==> config.mk <==
export PLATFORM = sky130hd
export DESIGN_NAME = decoder_32bit_mcc
export DESIGN_NICKNAME = d
export VERILOG_FILES = /design/src/rtl/decoder_pkg.sv /design/src/rtl/decoder_frame_slice.sv /design/src/rtl/decoder_32bit_mcc.sv
export SDC_FILE = /design/constraint.sdc
export NUM_CORES = 1
export LEC_CHECK = 0
export CORE_MARGIN = 10
export CORE_UTILIZATION = 35
export CTS_CLUSTER_SIZE = 10
export DETAILED_ROUTE_END_ITERATION = 8
export MAX_ROUTING_LAYER = met4
export PLACE_DENSITY = 0.72
export SYNTH_ARGS = -nofsm -noshare
export SYNTH_HDL_FRONTEND = slang
export SYNTH_SLANG_ARGS = --single-unit
==> constraint.sdc <==
create_clock -name clk -period 1.45 [get_ports clk]
set_input_delay 0.3625 -clock clk [delete_from_list [all_inputs] [get_ports clk]]
set_output_delay 0.3625 -clock clk [all_outputs]
set_load 0.05 [all_outputs]
==> src/rtl/decoder_pkg.sv <==
// decoder_pkg: shared constants, FSM state type and frame-width helpers
package decoder_pkg;
    localparam int WORD_W = 32;
    localparam int CODE_W = 5;
    typedef enum logic {IDLE, SEND} state_e;
    function automatic bit legal_out_w(input int w);
        return w inside {1, 2, 4, 8, 16, 32};
    endfunction
    function automatic int frame_idx_w(input int w);
        return (WORD_W / w > 1) ? $clog2(WORD_W / w) : 1;
    endfunction
endpackage

==> src/rtl/decoder_frame_slice.sv <==
// decoder_frame_slice: one OUT_W-bit window of the one-hot word selected by a frame index
module decoder_frame_slice
    import decoder_pkg::*;
#(
    parameter int OUT_W = 8
) (
    input  logic [CODE_W-1:0]             code_i,
    input  logic                          en_i,
    input  logic [frame_idx_w(OUT_W)-1:0] idx_i,
    output logic [OUT_W-1:0]              slice_o
);
    for (genvar i = 0; i < OUT_W; i++) begin : g_bit
        assign slice_o[i] = en_i && (int'(code_i) == int'(idx_i) * OUT_W + i);
    end
endmodule

==> src/rtl/decoder_32bit_mcc.sv <==
// decoder_32bit_mcc: 5-to-32 decoder streaming its one-hot word as NFRAMES handshaked frames
module decoder_32bit_mcc
    import decoder_pkg::*;
#(
    parameter int OUT_W = 8
) (
    input  logic                          clk,
    input  logic                          rst_n,
    input  logic                          in_valid,
    output logic                          in_ready,
    input  logic [CODE_W-1:0]             in_code,
    input  logic                          in_en,
    output logic                          out_valid,
    input  logic                          out_ready,
    output logic [OUT_W-1:0]              out_frame,
    output logic [frame_idx_w(OUT_W)-1:0] out_idx,
    output logic                          out_first,
    output logic                          out_last
);
    localparam int NFRAMES = WORD_W / OUT_W;
    localparam int IDX_W = frame_idx_w(OUT_W);
    localparam logic [IDX_W-1:0] LAST_IDX = IDX_W'(NFRAMES - 1);

    if (!legal_out_w(OUT_W)) begin : g_bad_out_w
        $error("OUT_W must be one of 1, 2, 4, 8, 16, 32");
    end

    state_e            state_q, state_d;
    logic [CODE_W-1:0] code_q, code_d;
    logic              en_q, en_d;
    logic [IDX_W-1:0]  f_q, f_d;
    logic              at_last, accept, fire;

    assign at_last = f_q == LAST_IDX;

    always_ff @(posedge clk or negedge rst_n) begin
        if (!rst_n) begin
            state_q <= IDLE;
            code_q  <= '0;
            en_q    <= 1'b0;
            f_q     <= '0;
        end else begin
            state_q <= state_d;
            code_q  <= code_d;
            en_q    <= en_d;
            f_q     <= f_d;
        end
    end

    // A new word may load on the same edge that retires the last frame, so words abut without a bubble.
    always_comb begin
        accept  = in_valid && in_ready;
        fire    = out_valid && out_ready;
        state_d = accept ? SEND : (fire && at_last) ? IDLE : state_q;
        code_d  = accept ? in_code : code_q;
        en_d    = accept ? in_en : en_q;
        f_d     = accept ? '0 : (fire && !at_last) ? f_q + IDX_W'(1) : f_q;
    end

    always_comb begin
        out_valid = state_q == SEND;
        in_ready  = (state_q == IDLE) || (out_valid && at_last && out_ready);
        out_idx   = f_q;
        out_first = out_valid && (f_q == '0);
        out_last  = out_valid && at_last;
    end

    decoder_frame_slice #(.OUT_W(OUT_W)) u_slice (
        .code_i  (code_q),
        .en_i    (en_q && state_q == SEND),
        .idx_i   (f_q),
        .slice_o (out_frame)
    );
endmodule

==> metrics.md, run 1 <==
| Metric | Value |
|---|---|
| Status | did not finish |
| Stage reached | global routing |
| First error | [ERROR DPL-0033] detailed placement checks failed during check placement. |
| Synth top area cells | dfrtp_1, mux2_2, ha_1 |
| Top cell type's share of synthesized area | 43.4% |
| Largest net degree at the start of global routing | 10 |
| Routability Congestion | 0.758 |
| IO Count | 24 |
| Clock Sinks | 9 |
| Starting Density | 38.5% |
| Port bufs | 23 |
| Die W | 58.5 µm |
| CTS buffer count | 3 |
| Placed cell area | 1110 µm² |
| Root buffer cell | clkbuf_4 |
| Post-synth top cells | dfrtp_1, mux2_2, inv_1 |
| CTS HTree Levels | 1 |
| Synth async-reset ratio | 100% |
| DP HPWL | 1.32 mm |
| Cells after Synth | 49 |
| Net count after synthesis | 61 |
| Worst_ep grt | out_frame[1] |
| Worst End Pin Type | primary output |
| Synth Flop Type | dfrtp_1 |
| Synthesized flop and latch total | 9 |
| Netlist Area Pre-Place | 519 µm² |
| Initial antenna violation count | 0 |
| Maximum root-to-sink buffer count | 2 |
| Cell accounting for the most synthesized area | dfrtp_1 |
| Most common cell in the synthesized netlist | dfrtp_1 |
| Sequential area share after synthesis | 43.4% |
| Syn avg cell area | 10.6 µm² |
| FP Rows | 13 |
| Synth unique cells | 21 |
| DIE HEIGHT | 58.5 µm |
| YS warnings | 0 |
| Number of synthesized flops with an enable pin | 0 |
-- kinds of logic after synthesis --
kind of cell    count (synthesis)  share of synthesized area (%)
mux                             7                           14.9
buf+inv                         5                           3.61
flops                           9                           43.4
xor+xnor                        3                           5.06
compound gates                  5                           7.71
fa+ha+maj                       2                           4.82
simple gates                   18                           20.5
-- metrics by stage --
stage / setup WS (ns) / instances / utilization, % / hold WS [ns]
after detailed placement: -0.328 / 96 / 82.3 / 0.530
after floorplan: -0.675 / 49 / - / 0.0669
after global placement: -0.303 / 96 / 82.3 / 0.488
after CTS: -0.612 / 103 / 91.8 / 0.409
-- repair_timing --
action                                  4_1_cts
setup buffers                                 3
pin swaps                                     6
endpoints found under the setup margin       19
gates resized for setup                      17
hold buffers                                  0
==> inputs of run 2 (changes only) <==
--- a/config.mk
+++ b/config.mk
@@ -5,12 +5,10 @@
 export SDC_FILE = /design/constraint.sdc
 export NUM_CORES = 1
 export LEC_CHECK = 0
-export CORE_MARGIN = 10
-export CORE_UTILIZATION = 35
-export CTS_CLUSTER_SIZE = 10
+export CORE_AREA = 10 10 71 73
 export DETAILED_ROUTE_END_ITERATION = 8
-export MAX_ROUTING_LAYER = met4
-export PLACE_DENSITY = 0.72
+export DIE_AREA = 0 0 81 83
+export PLACE_DENSITY_LB_ADDON = 0.15
 export SYNTH_ARGS = -nofsm -noshare
 export SYNTH_HDL_FRONTEND = slang
 export SYNTH_SLANG_ARGS = --single-unit
==> constraint.sdc (replaced) <==
create_clock -name clk -period 1.9 [get_ports clk]
set_input_delay 0.475 -clock clk [delete_from_list [all_inputs] [get_ports clk]]
set_output_delay 0.475 -clock clk [all_outputs]
set_load 0.05 [all_outputs]
==> run 2 against run 1 <==
Synthesized cell count is the same. Synthesized area is the same. The flow now finishes, with violations (negative setup slack).
==> metrics.md, run 2 <==
| Metric | Value |
|---|---|
| Status | finished, violations left |
| Failing checks | negative setup slack |
| Vias in the first global route | 593 |
| Crit path time final | 2.12 ns |
| Clock Skew | 0.00352 ns |
| RSZ-0062 raised after global routing | true |
| Final count of hold timing violations | 0 |
| Via count | 498 |
| Setup Crit Path Kind | flip-flop to output pin |
| Synthesized flop and latch total | 9 |
| Crit. End Element | output pin |
| Hold_buf cts | 0 |
| Fmax | 471 MHz |
| CTS tree | yes |
| Commonest non-fill, non-tap cell in the layout | buf_12 |
| CP Buf/Inv Count | 2 |
| Post-synthesis compound-gate area fraction | 7.71% |
| Worst hold stages | 1 |
| Initial antenna violation count | 0 |
| Util after Layout | 31.1% |
| Nature of the critical path startpoint | flip-flop |
| YS warnings | 0 |
| Post-Synth Adder-Cell Area | 4.82% |
| Final instance area | 1130 µm² |
| Sequential area share after synthesis | 43.4% |
| Largest family of logic cells by synthesized area | simple AND/OR/NAND/NOR gates |
| Max cap viols | 0 |
| Top cell type's share of synthesized area | 43.4% |
| Reg-to-reg endpoint | code_q[2] |
| Synth unique cells | 21 |
| Synth async-reset ratio | 100% |
| # DRC | 0 |
| Most frequent cells in the layout | buf_12, clkdlybuf4s50_1, buf_4 |
| Crit path cell chain | xor2_1, or3b_4, buf_4, nor2_4, buf_12 |
| Vias per cell | 3.80 |
| Die W | 81 µm |
| Maximum root-to-sink buffer count | 2 |
| Skew-Pair Late Insertion Delay | 0.24 ns |
| Crit path max-delay family | simple AND/OR/NAND/NOR gates |
| Drt wl/cell | 11.7 µm |
| Crit path max-delay cell type | or3b_4 |
| Most common cell in the synthesized netlist | dfrtp_1 |
| Hold_sp | en_q |
| Post-synthesis mux area share | 14.9% |
| Cells after Synth | 49 |
| Netlist Area Pre-Place | 519 µm² |
| Placed cell area | 1050 µm² |
| Share of synthesized cell area in and, or, nand and nor gates | 20.5% |
| Worst reg2reg path startpoint | out_idx[1] |
| # diodes | 0 |
| Largest net degree at the start of global routing | 10 |
| Core Footprint | 3630 µm² |
| Max reg flops | 5 |
| Final wirelength | 1.54 mm |
| Power per cell area | 1660 nW/µm² |
| CTS clk-pin slew, worst paths | 0.05 ns |
| IO Count | 24 |
| Cell accounting for the most synthesized area | dfrtp_1 |
| Post-Synth XOR/XNOR Area | 5.06% |
| VDD IR max | 0.536 mV |
| Die area | 6720 µm² |
| Setup slack, reg-to-reg | 0.20 ns |
| Starting Density | 14.3% |
| Net count after synthesis | 61 |
| Root buffer cell | clkbuf_8 |
| Biggest register | code_q |
| CTS buffer count | 3 |
| Final Net Count | 96 |
| Worst relative slew slack | 67.0% |
| Tcrit/Tclk final | 112% |
| First-pass GRT wire length | 2.77 mm |
| Actual slew at the worst max-slew pin | 0.495 ns |
| Required time worst endpoint | 1.42 ns |
| Number of synthesized flops with an enable pin | 0 |
| Syn avg cell area | 10.6 µm² |
| DP HPWL | 1.32 mm |
| Global Route Usage Sum | 5.19% |
| Initial DRT Pass Iterations | 2 |
| Layout Area Growth over Synthesis | 118% |
| Critical Path Fanout Max | 4 |
| Post-synth top cells | dfrtp_1, mux2_2, inv_1 |
| Worst EP arrival | 1.65 ns |
| Final ANT Viol Nets | 0 |
| Synth top area cells | dfrtp_1, mux2_2, ha_1 |
| Slowest Stage Delay on Critical Path | 0.46 ns |
| FP Rows | 22 |
| Leak | 0.000448 µW |
| Hold Crit Class | flip-flop to flip-flop |
| Synth Flop Type | dfrtp_1 |
| GRT overflow | 0 |
| Final setup viols | 8 |
| FF-to-FF path depth | 5 |
| CTS HTree Levels | 1 |
| Fin worst setup slack | -0.224 ns |
| Setup WS pre-CTS | 0.00968 ns |
| Pins Over Slew Limit | 0 |
| Share of layout cells above drive strength 1 | 59.0% |
| First DRT Iteration DRCs | 17 |
| Port bufs | 23 |
| WHS Endpoint | en_q |
| Routability Congestion | 0.642 |
| Clock Sinks | 9 |
| DIE HEIGHT | 83 µm |
## run 2: power breakdown
group	switching, µW	total [µW]	internal [µW]
registers	130	417	287
logic	694	1230	540
clock network	84.1	228	144
total	908	1880	971
## run 2: cell type report
class,count,area [µm²]
Fill cell,393,2500
Timing Repair Buffer,30,389
Multi-Input combinational cell,35,388
Sequential cell,9,229
Tap cell,48,60.1
Clock buffer,3,41.3
Inverter,5,18.8
Clock inverter,1,5.00
## run 2: layer usage
| layer | global-route usage [%] | vias up | routed length [µm] |
|---|---|---|---|
| met3 | 1.72 | 5 | 86 |
| met5 | 0 | - | 0 |
| met2 | 8.29 | 14 | 772 |
| li1 | - | 239 | - |
| met4 | 3.29 | 0 | 41 |
| met1 | 5.67 | 240 | 638 |
## run 2: logic make-up (layout without fill, tap and decap cells)
group,count (synthesis),in the layout
xor+xnor,3,3
compound gates,5,5
simple gates,18,18
flops,9,9
fa+ha+maj,2,2
mux,7,7
buf+inv,5,39
## run 2: worst max-delay path by stage
stage                           from            to  slack, ns  cells past startpoint
after floorplan           out_idx[1]  out_frame[0]      -0.34                      3
after global placement     out_ready     code_q[4]       0.02                      4
after detailed placement   code_q[4]  out_frame[5]       0.01                      4
after CTS                  code_q[4]  out_frame[5]      -0.26                      4
after global routing       code_q[4]  out_frame[1]      -0.31                      4
final                     out_idx[1]  out_frame[7]      -0.22                      5
## run 2: repair_timing
action / CTS / global route
buffers inserted: 0 / 1
pin swaps: 3 / 2
endpoints found under the setup margin: 8 / 9
gates resized for setup: 3 / 2
## run 2: per-stage QoR
step	cells	hold WS, ns	setup TNS (ns)	power, µW
floorplan	49	0.179	-1.68	1160
global placement	126	0.500	0	1610
detailed placement	126	0.500	0	1620
CTS	130	0.511	-1.63	1890
global route	131	0.531	-2.15	2010
finish	131	0.518	-1.51	1880
No activity file was read; power rests on OpenSTA's default activity.
==> inputs of run 3 (changes only) <==
==> constraint.sdc (replaced) <==
create_clock -name clk -period 2.4 [get_ports clk]
set_input_delay 0.6 -clock clk [delete_from_list [all_inputs] [get_ports clk]]
set_output_delay 0.6 -clock clk [all_outputs]
set_load 0.05 [all_outputs]
==> run 3 against run 2 <==
The run now ends clean. Clock skew grew 0.00064 ns. Sequential share of layout area grew 2.1 points. Total power shrank 30%. Sequential cell count is the same. Wire length shrank 1.8%. Clock-buffer cell count grew 1.
==> metrics.md, run 3 (synthesized netlist as in run 2, its figures left out) <==
| Metric | Value |
|---|---|
| Worst hold margin | 0.524 ns |
| Final count of hold timing violations | 0 |
| Worst relative slew slack | 45.7% |
| Met3 usage | 1.72% |
| Switching Fraction | 49.4% |
| Port bufs | 23 |
| Core Footprint | 3630 µm² |
| VDD IR max | 0.335 mV |
| Max cap viols | 0 |
| Met2 usage | 6.84% |
| Required time worst endpoint | 1.80 ns |
| Net Sw Power | 648 µW |
| Leak | 0.000397 µW |
| First-pass GRT wire length | 2.42 mm |
| IO Count | 24 |
| Hold_buf cts | 0 |
| Sum Neg Setup Slack | 0 ns |
| RSZ-0062 raised after global routing | false |
| Most frequent cells in the layout | clkdlybuf4s50_1, buf_12, dfrtp_1 |
| Final Net Count | 89 |
| Skew-Pair Late Insertion Delay | 0.23 ns |
| # diodes | 0 |
| Via count | 452 |
| Setup Crit Path Kind | flip-flop to output pin |
| Actual slew at the worst max-slew pin | 0.812 ns |
| Max reg flops | 5 |
| Crit path time final | 2.29 ns |
| DIE HEIGHT | 83 µm |
| CTS HTree Levels | 1 |
| Pins Over Slew Limit | 0 |
| Critical Path Fanout Max | 5 |
| Crit path to | out_frame[1] |
| Power per cell area | 1290 nW/µm² |
| M1 GR Usage | 5.69% |
| Worst EP arrival | 1.69 ns |
| Tcrit/Tclk final | 95.5% |
| Routability Congestion | 0.646 |
| Share of power burned in registers | 26.4% |
| Nature of the critical path startpoint | flip-flop |
| First DRT Iteration DRCs | 15 |
| Vias per cell | 3.65 |
| FF-to-FF path depth | 4 |
| Reg-to-reg endpoint | code_q[3] |
| Clock Sinks | 9 |
| Die W | 81 µm |
| Biggest register | code_q |
| CTS buffer count | 3 |
| Crit. End Element | output pin |
| Layout Area Growth over Synthesis | 96.6% |
| FP Rows | 22 |
| Final wirelength | 1.51 mm |
| Final setup viols | 0 |
| Worst setup path startpoint | out_idx[1] |
| Status | finished, final reports clean |
| DP HPWL | 1.28 mm |
| Worst reg2reg path startpoint | out_idx[0] |
| Clock Skew | 0.00416 ns |
| CTS clk-pin slew, worst paths | 0.05 ns |
| Fillers | 397 |
| Setup slack, reg-to-reg | 0.68 ns |
| Starting Density | 14.3% |
| Commonest non-fill, non-tap cell in the layout | clkdlybuf4s50_1 |
| Initial DRT Pass Iterations | 3 |
| P_int | 665 µW |
| Global Route Usage Sum | 4.65% |
| Die area | 6720 µm² |
| Clock share of power | 13.1% |
| Share of layout cells above drive strength 1 | 43.4% |
| Vias in the first global route | 486 |
| Hold Crit Class | flip-flop to flip-flop |
| Final ANT Viol Nets | 0 |
| Root buffer cell | clkbuf_8 |
| Initial antenna violation count | 0 |
| Gate power share | 60.5% |
| # DRC | 0 |
| CTS tree | yes |
| Drt wl/cell | 12.2 µm |
| Maximum root-to-sink buffer count | 2 |
| GRT Max-Usage Layer | met2 |
| GRT overflow | 0 |
| Largest net degree at the start of global routing | 10 |
| Fmax | 436 MHz |
| Worst hold stages | 1 |
-- run 3: cell types whose count changed in the layout (fill, tap and decap cells not counted), moves of 2 or more --
cell / previous run / this run
clkdlybuf4s50_1: 9 / 12
buf_12: 11 / 9
nor2_4: 2 / 0
buf_4: 9 / 2
-- run 3: power by group through the flow --
stage / Combinational [µW] / Sequential (µW) / Clock (µW)
finish: 794 / 346 / 172
detailed placement: 809 / 352 / 0
global placement: 803 / 350 / 0
global route: 850 / 364 / 185
CTS: 811 / 350 / 179
floorplan: 500 / 398 / 0
-- run 3: how the worst min path moves through the flow --
| stage | from | to |
|---|---|---|
| 2_1_floorplan | rst_n | code_q[0] |
| 3_3_place_gp | en_q | en_q |
| 3_5_place_dp | en_q | en_q |
| 4_1_cts | en_q | en_q |
| 5_1_grt | en_q | en_q |
| 6_report | en_q | en_q |
-- run 3: layout make-up --
| cell class | count | area [µm²] | area share [%] |
|---|---|---|---|
| repair buffers | 23 | 315 | 30.9 |
| flip-flops and latches | 9 | 228 | 22.3 |
| well taps | 48 | 60.1 | 5.88 |
| inverters | 5 | 18.8 | 1.84 |
| clock buffers | 4 | 45.0 | 4.41 |
| multi-input cells | 35 | 354 | 34.7 |
-- run 3: stage by stage --
stage | util (%) | total power [µW] | cells | worst slack (ns) | cell area, µm²
detailed placement | 26.9 | 1160 | 120 | 0.292 | 976
global placement | 26.9 | 1150 | 120 | 0.323 | 976
global route | 28.1 | 1400 | 124 | 0.0328 | 1020
CTS | 28.1 | 1340 | 124 | 0.0567 | 1020
finish | 28.1 | 1310 | 124 | 0.107 | 1020
floorplan | - | 897 | 49 | 0.0145 | 601
-- run 3: what timing repair did --
item | 4_1_cts | 5_1_grt
endpoints found under the setup margin | 0 | 1
setup buffers | 0 | 0
resized for setup | 0 | 0
-- run 3: routing by layer --
layer | wire length, µm | part of all wire (%) | vias up
li1 | - | - | 228
met1 | 674 | 45 | 212
met2 | 766 | 51 | 12
met3 | 70 | 4.6 | 0
met4 | 0 | 0 | 0
met5 | 0 | 0 | -
-- run 3: worst max-delay path, stage by stage (launching register included) --
cell and delay, ns:
dfrtp_2 0.43, xor2_1 0.18, or3b_4 0.47, nor4_4 0.21
buf_12 0.18
==> RTL change 1, RTL diff (flow settings as in run 3) <==
Change the package constant `CODE_W` from 5 to 7.
--- a/src/rtl/decoder_pkg.sv
+++ b/src/rtl/decoder_pkg.sv
@@ -2,5 +2,5 @@
 package decoder_pkg;
     localparam int WORD_W = 32;
-    localparam int CODE_W = 5;
+    localparam int CODE_W = 7;
     typedef enum logic {IDLE, SEND} state_e;
     function automatic bit legal_out_w(input int w);
Interface: changed (resized in_code); port bits go from 24 to 26. No check against the original RTL was run, so the function may have changed too.
==> RTL change 1 against run 3 <==
Sequential cell count increased by 2. Synthesized area up 26%. Design area rose by 9.7%. Hold slack worse by 0.025 ns. Setup slack better by 0.050 ns. Critical endpoint unchanged. Core utilization increased by 2.7 points. Largest power group unchanged. Routed wire length grew 4.6%. Fmax is 2.2% higher. Total power decreased by 4.1%.
==> RTL change 1: results (changes against run 3) <==
\begin{tabular}{lr}
\hline
Metric & Value \\
\hline
\multicolumn{2}{l}{\textbf{Run status}} \\
Run status & completed \\
\multicolumn{2}{l}{\textbf{Drt}} \\
Wire length on met2 & 716 microns (-6.5\%) \\
Number of iterations in the first detailed-routing pass & 4 (+1) \\
Routed Wire Length & 1.58 mm (+4.6\%) \\
Vias post-DR & 497 (+10\%) \\
Via count normalized by instance count & 3.88 (+6.5\%) \\
Sum of met3 wire segment lengths after detailed routing & 157 microns (+120\%) \\
Initial DRC Count & 8 (-7) \\
\multicolumn{2}{l}{\textbf{Layout}} \\
Post-route core utilization & 0.308 (+0.0272) \\
Inverters & 3 (-2) \\
Layout buffer count excluding clock buffers & 25 (+8.7\%) \\
Sequential cell count & 11 (+2) \\
Number of nets in the layout & 95 (+6.7\%) \\
Sequential share of cell area & 0.247 (+0.0239) \\
Layout clock area frac & 0.0402 (-0.00389) \\
Proportion of final cell area spent on non-clock buffers & 0.299 (-0.00938) \\
Flip-flop count of the largest register after layout & 7 (+2) \\
\multicolumn{2}{l}{\textbf{Synth}} \\
Sequential fraction of the synthesis area & 0.421 (-0.0131) \\
Fraction of the mapped netlist area in compound gates & 0.0650 (-0.0121) \\
Multiplexer share of the synthesized area & 0.138 (-0.0117) \\
Post-synthesis area per instance & 12.1 sq um (+14\%) \\
Adder-cell area share of the yosys netlist & 0.0382 (-0.00995) \\
\multicolumn{2}{l}{\textbf{GRT}} \\
Wire length of the first global-routing pass & 2.72 mm (+12\%) \\
GRT Resource Usage Total & 0.0493 (+0.00281) \\
Pin count of the biggest net entering global routing & 12 (+2) \\
M2 GR Usage & 0.0771 (+0.00865) \\
Met1 layer usage reported by global route & 0.0558 (-0.00110) \\
Number of global-route vias before repair & 568 (+17\%) \\
Fraction of met3 tracks used by global routing & 0.0302 (+0.0129) \\
\multicolumn{2}{l}{\textbf{Placed design}} \\
HPWL after detailed placement & 1.28 mm (-0.36\%) \\
Post-Place Worst Slack & 0.298 ns (+0.00624 ns) \\
Port Buffer Count & 25 (+8.7\%) \\
Placed instance count & 124 (+3.3\%) \\
\multicolumn{2}{l}{\textbf{Power and ir drop}} \\
Peak ir drop on the vdd network & 0.448 mV (+34\%) \\
\multicolumn{2}{l}{\textbf{Timing}} \\
Shortest period the worst path allows & 2.24 ns (-0.0500 ns) \\
\multicolumn{2}{l}{\textbf{Critical path}} \\
CP max FO & 8 (+3) \\
\hline
\end{tabular}
## RTL change 1: worst paths after layout
kind | end | startpoint | depth (start not counted) | slack [ns]
min in group asynchronous | code_q[6] | rst_n | 1 | 0.71
max in group asynchronous | out_valid | rst_n | 1 | 1.32
worst max register to register | code_q[6] | out_idx[0] | 4 | 0.78
worst min-delay path | en_q | en_q | 1 | 0.50
worst min register to register | en_q | en_q | 1 | 0.50
worst max-delay path | out_frame[1] | out_idx[1] | 4 | 0.16
## RTL change 1: critical path, stage by stage, from the launching register on
cell and delay (ns):
dfrtp_1 0.45, xnor2_2 0.23, nand3_4 0.18, nor4b_2 0.36, buf_12 0.18
## RTL change 1: where the power goes
part	total (mW)	switching, mW	internal (mW)	leakage, nW
clock	0.181	0.0651	0.116	0.0228
sequential	0.422	0.149	0.274	0.129
combinational	0.655	0.331	0.323	0.292
==> RTL change 2, RTL diff (settings of run 3) <==
Without the edit above. Take the reset off `f_q` and load it in a clocked block of its own.
--- a/src/rtl/decoder_32bit_mcc.sv
+++ b/src/rtl/decoder_32bit_mcc.sv
@@ -39,11 +39,13 @@
             code_q  <= '0;
             en_q    <= 1'b0;
-            f_q     <= '0;
         end else begin
             state_q <= state_d;
             code_q  <= code_d;
             en_q    <= en_d;
-            f_q     <= f_d;
         end
+    end
+
+    always_ff @(posedge clk) begin
+        f_q <= f_d;
     end
 
Check against the original RTL: differs if rst_n is asserted again (counterexample within 4 cycles, from zero or initial values and one cycle with rst_n low); with rst_n held inactive, the same outputs for 10 cycles.
==> RTL change 2 against run 3 <==
Setup slack gained 0.015 ns. Global-route usage shrank 0.24 points. Routed wire length shrank 5.4%. Clock skew shrank 0.0032 ns. Register-to-register slack gained 0.12 ns. Total power shrank 1.4%. Sequential power grew 2%. Design area shrank 1.3%. Critical path depth is the same. Fmax grew 0.64%. Sequential cell count is the same. Count of clock-buffer cells in the layout is the same. Synthesized area shrank 1.4%. Critical endpoint is now out_frame[4].
==> RTL change 2: results (changes against run 3) <==
\begin{tabular}{lr}
\hline
Metric & Value \\
\hline
\multicolumn{2}{l}{\textbf{Run status}} \\
Run status & completed \\
\multicolumn{2}{l}{\textbf{Synth}} \\
Multiplexer share of the synthesized area & 0.152 (+0.00219) \\
Primary flip-flop cell chosen by synthesis mapping & dfrtp\_1 \\
Most instantiated cells after synthesis & dfrtp\_1 (7), mux2\_2 (6), nand2\_1 (5) \\
Cells taking the most area after synthesis & dfrtp\_1 (34\%), mux2\_2 (13\%), dfxtp\_1 (7.8\%) \\
Post-synthesis xor/xnor area fraction & 0.0513 (+0.000742) \\
Fraction of the mapped netlist area in compound gates & 0.0758 (-0.00131) \\
Sequential fraction of the synthesis area & 0.421 (-0.0132) \\
Unique cell type count in the Yosys netlist & 22 (+4.8\%) \\
Share of synthesized flip-flops with an asynchronous set or reset & 0.778 (-0.222) \\
Adder-cell area share of the yosys netlist & 0.0489 (+0.000707) \\
Number of nets in the synthesized netlist & 62 (+1.6\%) \\
Yosys synthesis warning count & 0 (unchanged) \\
\multicolumn{2}{l}{\textbf{GRT}} \\
GRT Resource Usage Total & 0.0440 (-0.00243) \\
Wire length of the first global-routing pass & 2.36 mm (-2.6\%) \\
Number of global-route vias before repair & 498 (+2.5\%) \\
\multicolumn{2}{l}{\textbf{Layout}} \\
Fraction of final layout cells sized beyond drive strength 1 & 0.429 (-0.00564) \\
\multicolumn{2}{l}{\textbf{Drt}} \\
Routed Wire Length & 1.43 mm (-5.4\%) \\
Initial DRC Count & 8 (-7) \\
Number of iterations in the first detailed-routing pass & 2 (-1) \\
Via count normalized by instance count & 3.57 (-2.1\%) \\
\multicolumn{2}{l}{\textbf{Placed design}} \\
HPWL after detailed placement & 1.23 mm (-4.2\%) \\
Routability cong. & 0.649 (+0.51\%) \\
\multicolumn{2}{l}{\textbf{Timing}} \\
Relative max-transition margin & 0.453 (-0.00389) \\
Max Clock Skew & 0.00101 ns (-0.00315 ns) \\
\multicolumn{2}{l}{\textbf{Power and ir drop}} \\
Leakage power total & 0.389 nW (-2.1\%) \\
Switching share of power & 0.488 (-0.00604) \\
Peak ir drop on the vdd network & 0.485 mV (+45\%) \\
\multicolumn{2}{l}{\textbf{Critical path}} \\
CP max FO & 4 (-1) \\
WP data arrival & 1.68 ns \\
Slowest cell on the critical path & or3\_4 \\
\multicolumn{2}{l}{\textbf{Clocking}} \\
Clock network latency to the later pin of the worst-skew pair & 0.23 ns (about the same) \\
\hline
\end{tabular}
## RTL change 2: cell types whose count changed after synthesis
cell,change
a22o_2,-1
dfxtp_1,+2
nand2_1,+2
dfrtp_1,-2
a21o_2,+1
inv_1,-1
## RTL change 2: final cells by class
class,count,area (sq um)
Timing Repair Buffer,23,315
Tap cell,48,60.1
Inverter,4,15.0
Clock buffer,4,45.0
Multi-Input combinational cell,37,354
Sequential cell,9,218
Fill cell,403,2630
## RTL change 2: cells by family (layout without fill, tap and decap cells)
family	count (synthesis)	after routing
multiplexers	7	7
XOR/XNOR	3	3
buffers and inverters	4	31
AO/OA/AOI/OAI	5	5
adder cells (fa/ha/maj)	2	2
flip-flops	9	9
AND/OR/NAND/NOR	20	20
## RTL change 2: metal layers
layer | routed length, microns | global-route usage
met4 | 0 | 0.0141
met3 | 118 | 0.0259
met1 | 609 | 0.0492
met2 | 700 | 0.0677
met5 | 0 | 0
## RTL change 2: per-stage QoR
step,util,instance area [sq um],setup WS (ns),cells
6_report,0.277,1010,0.122,125
5_1_grt,0.277,1010,0.0301,125
4_1_cts,0.277,1010,0.109,125
3_5_place_dp,0.265,962,0.335,121
3_3_place_gp,0.265,962,0.330,121
2_1_floorplan,-,587,0.0581,50
## RTL change 2: path summary, 6_finish.rpt
path	start	endpoint	slack, ns	cells past startpoint
worst max-delay path	code_q[4]	out_frame[4]	0.12	4
min in group asynchronous	rst_n	code_q[2]	0.64	1
worst max register to register	out_idx[0]	code_q[1]	0.80	4
worst min-delay path	en_q	en_q	0.52	1
worst min register to register	en_q	en_q	0.52	1
max in group asynchronous	rst_n	out_valid	1.50	1
## RTL change 2: power groups by stage
stage | Clock [mW] | Combinational [mW] | Sequential [mW]
floorplan | 0 | 0.492 | 0.399
global placement | 0 | 0.784 | 0.356
detailed placement | 0 | 0.786 | 0.358
CTS | 0.176 | 0.787 | 0.355
global route | 0.185 | 0.825 | 0.376
finish | 0.169 | 0.773 | 0.352
## RTL change 2: worst register-to-register path, stage by stage (launching register included)
cell     delay, ns
dfxtp_1       0.37
ha_1          0.26
a21bo_2       0.26
nand2_1       0.23
mux2_2        0.37
